===== src/rtl/npc_pkg.sv =====
// Shared definitions for the instruction fetch unit: reset PC, canonical NOP and FSM states.
package npc_pkg;

   localparam logic [31:0] RESET_PC = 32'h8000_0000;

   // addi x0, x0, 0 -- substituted for any word that came back with an access fault
   localparam logic [31:0] INST_NOP = 32'h0000_0013;

   typedef enum logic [1:0] {
      S_BOOT,
      S_REQ,
      S_WAIT,
      S_OUT
   } ifu_state_e;

endpackage


===== src/rtl/ifu_pc_gen.sv =====
// Program counter register and next-PC selection (reset / redirect / sequential / hold).
module ifu_pc_gen
   import npc_pkg::*;
#(
   parameter int unsigned      XLEN     = 32,
   parameter logic [XLEN-1:0]  RESET_PC = npc_pkg::RESET_PC
) (
   input  logic            clk_i,
   input  logic            rst_i,
   input  logic            redirect_valid_i,
   input  logic [XLEN-1:0] redirect_pc_i,
   input  logic            advance_i,
   output logic [XLEN-1:0] pc_o
);

   // Fetches are always word aligned; the low two bits never reach the bus.
   localparam logic [XLEN-1:0] ALIGN_MASK = ~XLEN'(3);

   logic [XLEN-1:0] pc_d;
   logic [XLEN-1:0] pc_q;

   // Next PC: a redirect wins over the sequential step; otherwise hold.
   always_comb begin
      pc_d = pc_q;
      if (redirect_valid_i) begin
         pc_d = redirect_pc_i & ALIGN_MASK;
      end else if (advance_i) begin
         // Wraps naturally modulo 2^XLEN.
         pc_d = pc_q + XLEN'(4);
      end
   end

   // PC register with asynchronous reset to the boot address.
   always_ff @(posedge clk_i or posedge rst_i) begin
      if (rst_i) begin
         pc_q <= RESET_PC & ALIGN_MASK;
      end else begin
         pc_q <= pc_d;
      end
   end

   assign pc_o = pc_q;

endmodule


===== src/rtl/ifu_fetch.sv =====
// Instruction fetch stage: issues one word read at a time, buffers the returned instruction
// for decode, and discards responses that belong to a fetch overtaken by a redirect.
module ifu_fetch
   import npc_pkg::*;
#(
   parameter int unsigned      XLEN     = 32,
   parameter logic [XLEN-1:0]  RESET_PC = npc_pkg::RESET_PC
) (
   input  logic            clk,
   input  logic            rst,
   // instruction memory request
   output logic            imem_req_valid,
   input  logic            imem_req_ready,
   output logic [XLEN-1:0] imem_req_addr,
   // instruction memory response
   input  logic            imem_rsp_valid,
   input  logic [XLEN-1:0] imem_rsp_data,
   input  logic            imem_rsp_err,
   // control-flow change from execute
   input  logic            redirect_valid,
   input  logic [XLEN-1:0] redirect_pc,
   // decode interface
   output logic            inst_valid,
   input  logic            inst_ready,
   output logic [XLEN-1:0] inst,
   output logic [XLEN-1:0] inst_pc,
   output logic            inst_err
);

   ifu_state_e      state_q;
   logic            drop_q;
   logic            inst_valid_q;
   logic [XLEN-1:0] inst_q;
   logic [XLEN-1:0] inst_pc_q;
   logic            inst_err_q;

   logic [XLEN-1:0] pc;
   logic            advance;

   // The PC only steps once decode has taken the buffered instruction.
   assign advance = (state_q == S_OUT) && inst_ready;

   ifu_pc_gen #(
      .XLEN     (XLEN),
      .RESET_PC (RESET_PC)
   ) u_pc_gen (
      .clk_i            (clk),
      .rst_i            (rst),
      .redirect_valid_i (redirect_valid),
      .redirect_pc_i    (redirect_pc),
      .advance_i        (advance),
      .pc_o             (pc)
   );

   // Fetch FSM, stale-response drop flag and decode output buffer.
   always_ff @(posedge clk or posedge rst) begin
      if (rst) begin
         state_q      <= S_BOOT;
         drop_q       <= 1'b0;
         inst_valid_q <= 1'b0;
         inst_q       <= XLEN'(INST_NOP);
         inst_pc_q    <= RESET_PC;
         inst_err_q   <= 1'b0;
      end else begin
         unique case (state_q)
            S_BOOT: begin
               state_q <= S_REQ;
            end

            S_REQ: begin
               if (imem_req_ready) begin
                  // A redirect in the acceptance cycle orphans the request just issued.
                  drop_q  <= redirect_valid;
                  state_q <= S_WAIT;
               end
            end

            S_WAIT: begin
               if (imem_rsp_valid) begin
                  if (drop_q || redirect_valid) begin
                     drop_q  <= 1'b0;
                     state_q <= S_REQ;
                  end else begin
                     inst_q       <= imem_rsp_err ? XLEN'(INST_NOP) : imem_rsp_data;
                     inst_err_q   <= imem_rsp_err;
                     inst_pc_q    <= pc;
                     inst_valid_q <= 1'b1;
                     state_q      <= S_OUT;
                  end
               end else if (redirect_valid) begin
                  drop_q <= 1'b1;
               end
            end

            S_OUT: begin
               // Either consumed or squashed; the PC update is handled in ifu_pc_gen.
               if (redirect_valid || inst_ready) begin
                  inst_valid_q <= 1'b0;
                  state_q      <= S_REQ;
               end
            end

            default: begin
               state_q <= S_BOOT;
            end
         endcase
      end
   end

   // Request side is decoded straight from the state register, so it is glitch free.
   assign imem_req_valid = (state_q == S_REQ);
   assign imem_req_addr  = pc;

   assign inst_valid = inst_valid_q;
   assign inst       = inst_q;
   assign inst_pc    = inst_pc_q;
   assign inst_err   = inst_err_q;

   // An unaccepted request keeps its address unless execute redirects.
   a_req_stable : assert property (@(posedge clk) disable iff (rst)
      (imem_req_valid && !imem_req_ready && !redirect_valid)
      |=> (imem_req_valid && $stable(imem_req_addr)));

   // A stalled instruction is held unchanged for decode.
   a_inst_stable : assert property (@(posedge clk) disable iff (rst)
      (inst_valid && !inst_ready && !redirect_valid)
      |=> (inst_valid && $stable(inst) && $stable(inst_pc) && $stable(inst_err)));

   // Only one fetch in flight: never requesting while an instruction is buffered.
   a_single_outstanding : assert property (@(posedge clk) disable iff (rst)
      !(imem_req_valid && inst_valid));

endmodule

===== config.mk =====
export PLATFORM = sky130hd
export DESIGN_NAME = ifu_fetch
export DESIGN_NICKNAME = d
export VERILOG_FILES = /design/src/rtl/npc_pkg.sv /design/src/rtl/ifu_pc_gen.sv /design/src/rtl/ifu_fetch.sv
export SDC_FILE = /design/constraint.sdc
export NUM_CORES = 1
export LEC_CHECK = 0
export ABC_AREA = 1
export BUFFER_PORTS_ARGS = -buffer_cell sky130_fd_sc_hd__clkbuf_2
export CORE_MARGIN = 1.5
export CORE_UTILIZATION = 35
export DETAILED_ROUTE_END_ITERATION = 7
export MAX_ROUTING_LAYER = met4
export REMOVE_ABC_BUFFERS = 1
export SYNTH_ARGS = -nofsm -noshare
export SYNTH_HDL_FRONTEND = slang
export SYNTH_SLANG_ARGS = --single-unit
export TNS_END_PERCENT = 5

===== constraint.sdc =====
create_clock -name clk -period 5.6 [get_ports clk]
set_clock_uncertainty 0.05 [all_clocks]
set_input_delay 1.4 -clock clk [delete_from_list [all_inputs] [get_ports clk]]
set_output_delay 1.4 -clock clk [all_outputs]
set_load 0.1 [all_outputs]

==> flow_metrics.py <==
metrics = {
    "timing": {
        "worst_pin_slew_ns": 0.757,
        "finalSetupViolCount": 0,
        "max_freq_mhz": 295,
        "min_period_ns": 3.39,
        "whs_ns": 0.437,
        "slew_violations": 0,
        "maxSlewHeadroom": 0.495,
        "fin_setup_tns_ns": 0,
        "rsz0062_at_grt": "false",
        "finalHoldViolCount": 0,
        "period_share": 0.605,
    },
    "global_routing": {
        "antenna_found_initial": 0,
        "grt_max_degree": 61,
        "grt_overflow": 0,
        "grt_pass1_vias": 4211,
        "groute.usage.overall": 0.203,
        "grt_pass1_wl_um": 22200,
    },
    "clock_network": {
        "htree_levels": 3,
        "numCtsBuffers": 9,
        "cts_hold_buf": 0,
        "clk_pin_slew_ns": 0.06,
        "clkSinkCount": 97,
        "clk_latency_ns": 0.34,
        "post-cts-setup-buffer-count": 0,
        "cts_tree": "done",
        "clockRootBuffer": "clkbuf_16",
        "cts_resized": 0,
        "clockBufferDepth": 2,
    },
    "synth": {
        "synth_edf_count": 0,
        "async_reset_ff_frac": 1.00,
        "netlist_area_um2": 4810,
        "synth_warnings": 0,
        "synthFlopType": "dfrtp_1",
        "synth_cell_type_count": 39,
        "synth-seq-cells": 97,
        "syn-mean-instance-area_um2": 8.62,
        "ys_seq_area_frac": 0.506,
        "synth_cells": 558,
    },
    "final_layout": {
        "final_cell_mix": "163 x clkbuf_2, 160 x nand2_1, 92 x dfrtp_1, 44 x inv_1, 42 x nand3_1",
        "n_antenna_cell": 0,
        "layout_commonest_cell": "clkbuf_2",
        "final_area_um2": 6050,
        "area_delta_synth_final_pct": 25.8,
        "fin_nets": 789,
        "drive_gt1_frac": 0.312,
        "layout.cells.non_filler": 893,
    },
    "critical_path": {
        "path_cells": "clkbuf_2 -> inv_4 -> nand4_4 -> nor2_2 -> buf_4 -> inv_2 -> o22a_1",
        "crit_required_ns": 5.82,
        "endpoint_kind": "flop",
        "path_buf_inv": 4,
        "path_max_fanout": 42,
        "crit_family": "buffers and inverters",
        "startpoint_type": "input pin",
        "setup.worst_path.class": "in -> reg",
        "cpPeakStageDelay_ns": 0.56,
        "crit_arrival_ns": 3.61,
        "critPathSlowestCell": "nand4_4",
    },
    "detailed_routing": {
        "routed_wl_um": 13900,
        "avgRoutedWirePerCell_um": 15.6,
        "drt_iter0_drc": 311,
        "vias_per_cell": 4.88,
        "drc": 0,
        "vias": 4362,
        "drt_pass1_iterations": 5,
        "antenna_left": 0,
    },
    "run": {
        "maxCapViolations": 0,
    },
    "placed_design": {
        "io_buffers": 163,
        "dp_hpwl_um": 10200,
        "place_area_um2": 5720,
        "gp_congestion": 0.855,
        "place_inst": 878,
    },
    "outcome": {
        "status": "finished, final reports clean",
    },
    "floorplanning": {
        "fp-row-count": 42,
        "coreArea_um2": 13300,
        "die_area_um2": 14500,
        "die_y_um": 120,
        "num_io_pins": 170,
        "start_util": 0.360,
        "fp.dieW_um": 120,
    },
    "worst_hold_path": {
        "worstHoldPathType": "reg -> reg",
    },
}
## through the flow
| step | setup slack (ns) | utilization |
|---|---|---|
| after floorplan | 1.62 | - |
| after global placement | 1.87 | 0.428 |
| after detailed placement | 1.83 | 0.428 |
| after CTS | 2.19 | 0.453 |
| after global routing | 1.95 | 0.453 |
| final | 2.21 | 0.453 |
## cells by family after synthesis
family                     Yosys count  share of synthesized area
and+or+nand+nor                    276                      0.258
DFF                                 97                      0.506
AOI/OAI and AO/OA                   96                      0.135
buffers and inverters               76                     0.0744
xor gates and xnor gates             7                     0.0128
adders and majority gates            5                     0.0130
other                                1                   0.000780
## worst reg2reg max path: stages, from the launching register on
cell,delay (ns)
dfrtp_1,0.44
inv_1,0.08
ha_1,0.28
nand4_4,0.55
nor2_2,0.26
buf_4,0.33
inv_2,0.09
o22a_1,0.17
## flip-flops by register name, summed over array words and instances (netlist names)
name and count:
inst 32, inst_pc 30, u_pc_gen.pc_o 30, state_q 2, drop_q 1, inst_err 1
inst_valid 1
## routing by layer
metal / up-vias / part of all wire / global-route usage
met4: 0 / 0.014 / 0.0610
met1: 2065 / 0.47 / 0.273
met2: 158 / 0.46 / 0.319
met5: - / 0 / -
li1: 2126 / - / -
met3: 13 / 0.061 / 0.0325
## Yosys cell counts, types with 2 or more instances
library cell	count	area (um2)
a21oi_1	8	40.0
a22o_1	30	263
a22oi_1	2	15.0
a31oi_1	2	12.5
buf_2	8	40.0
buf_4	8	60.1
buf_6	4	45.0
clkbuf_1	5	18.8
dfrtp_1	92	2300
dfstp_2	5	131
ha_1	5	62.6
inv_1	45	169
inv_2	5	18.8
nand2_1	160	601
nand2_2	12	75.1
nand3_1	42	210
nand4_1	3	18.8
nor2_1	36	135
nor2_2	10	62.6
nor2_4	5	56.3
nor3_1	2	10.0
o211ai_1	6	45.0
o21ai_0	35	175
o21ai_1	3	15.0
o21bai_1	4	30.0
o22a_1	3	26.3
xor2_1	6	52.6
## area by class of cell
| type | count | area [um2] |
|---|---|---|
| well taps | 176 | 220 |
| flip-flops and latches | 97 | 2430 |
| clock buffers | 10 | 229 |
| clock inverters | 5 | 105 |
| inverters | 51 | 196 |
| fillers | 1358 | 7300 |
| repair buffers | 166 | 838 |
| multi-input cells | 388 | 2030 |
## path summary, 6_finish.rpt
| kind | from | endpoint | slack (ns) | cells past startpoint |
|---|---|---|---|---|
| hold reg to reg | inst_pc[21] | inst_pc[21] | 0.44 | 2 |
| min in group asynchronous | rst | inst_pc[25] | 1.14 | 2 |
| setup reg to reg | state_q[0] | inst[0] | 3.28 | 7 |
| setup / recovery | redirect_valid | inst[0] | 2.21 | 7 |
| hold / removal | inst_pc[21] | inst_pc[21] | 0.44 | 2 |
| max in group asynchronous | rst | inst[0] | 3.38 | 3 |
Power is not shown: default switching activity piles up to over one toggle a cycle in this logic, so the estimate is an artifact.
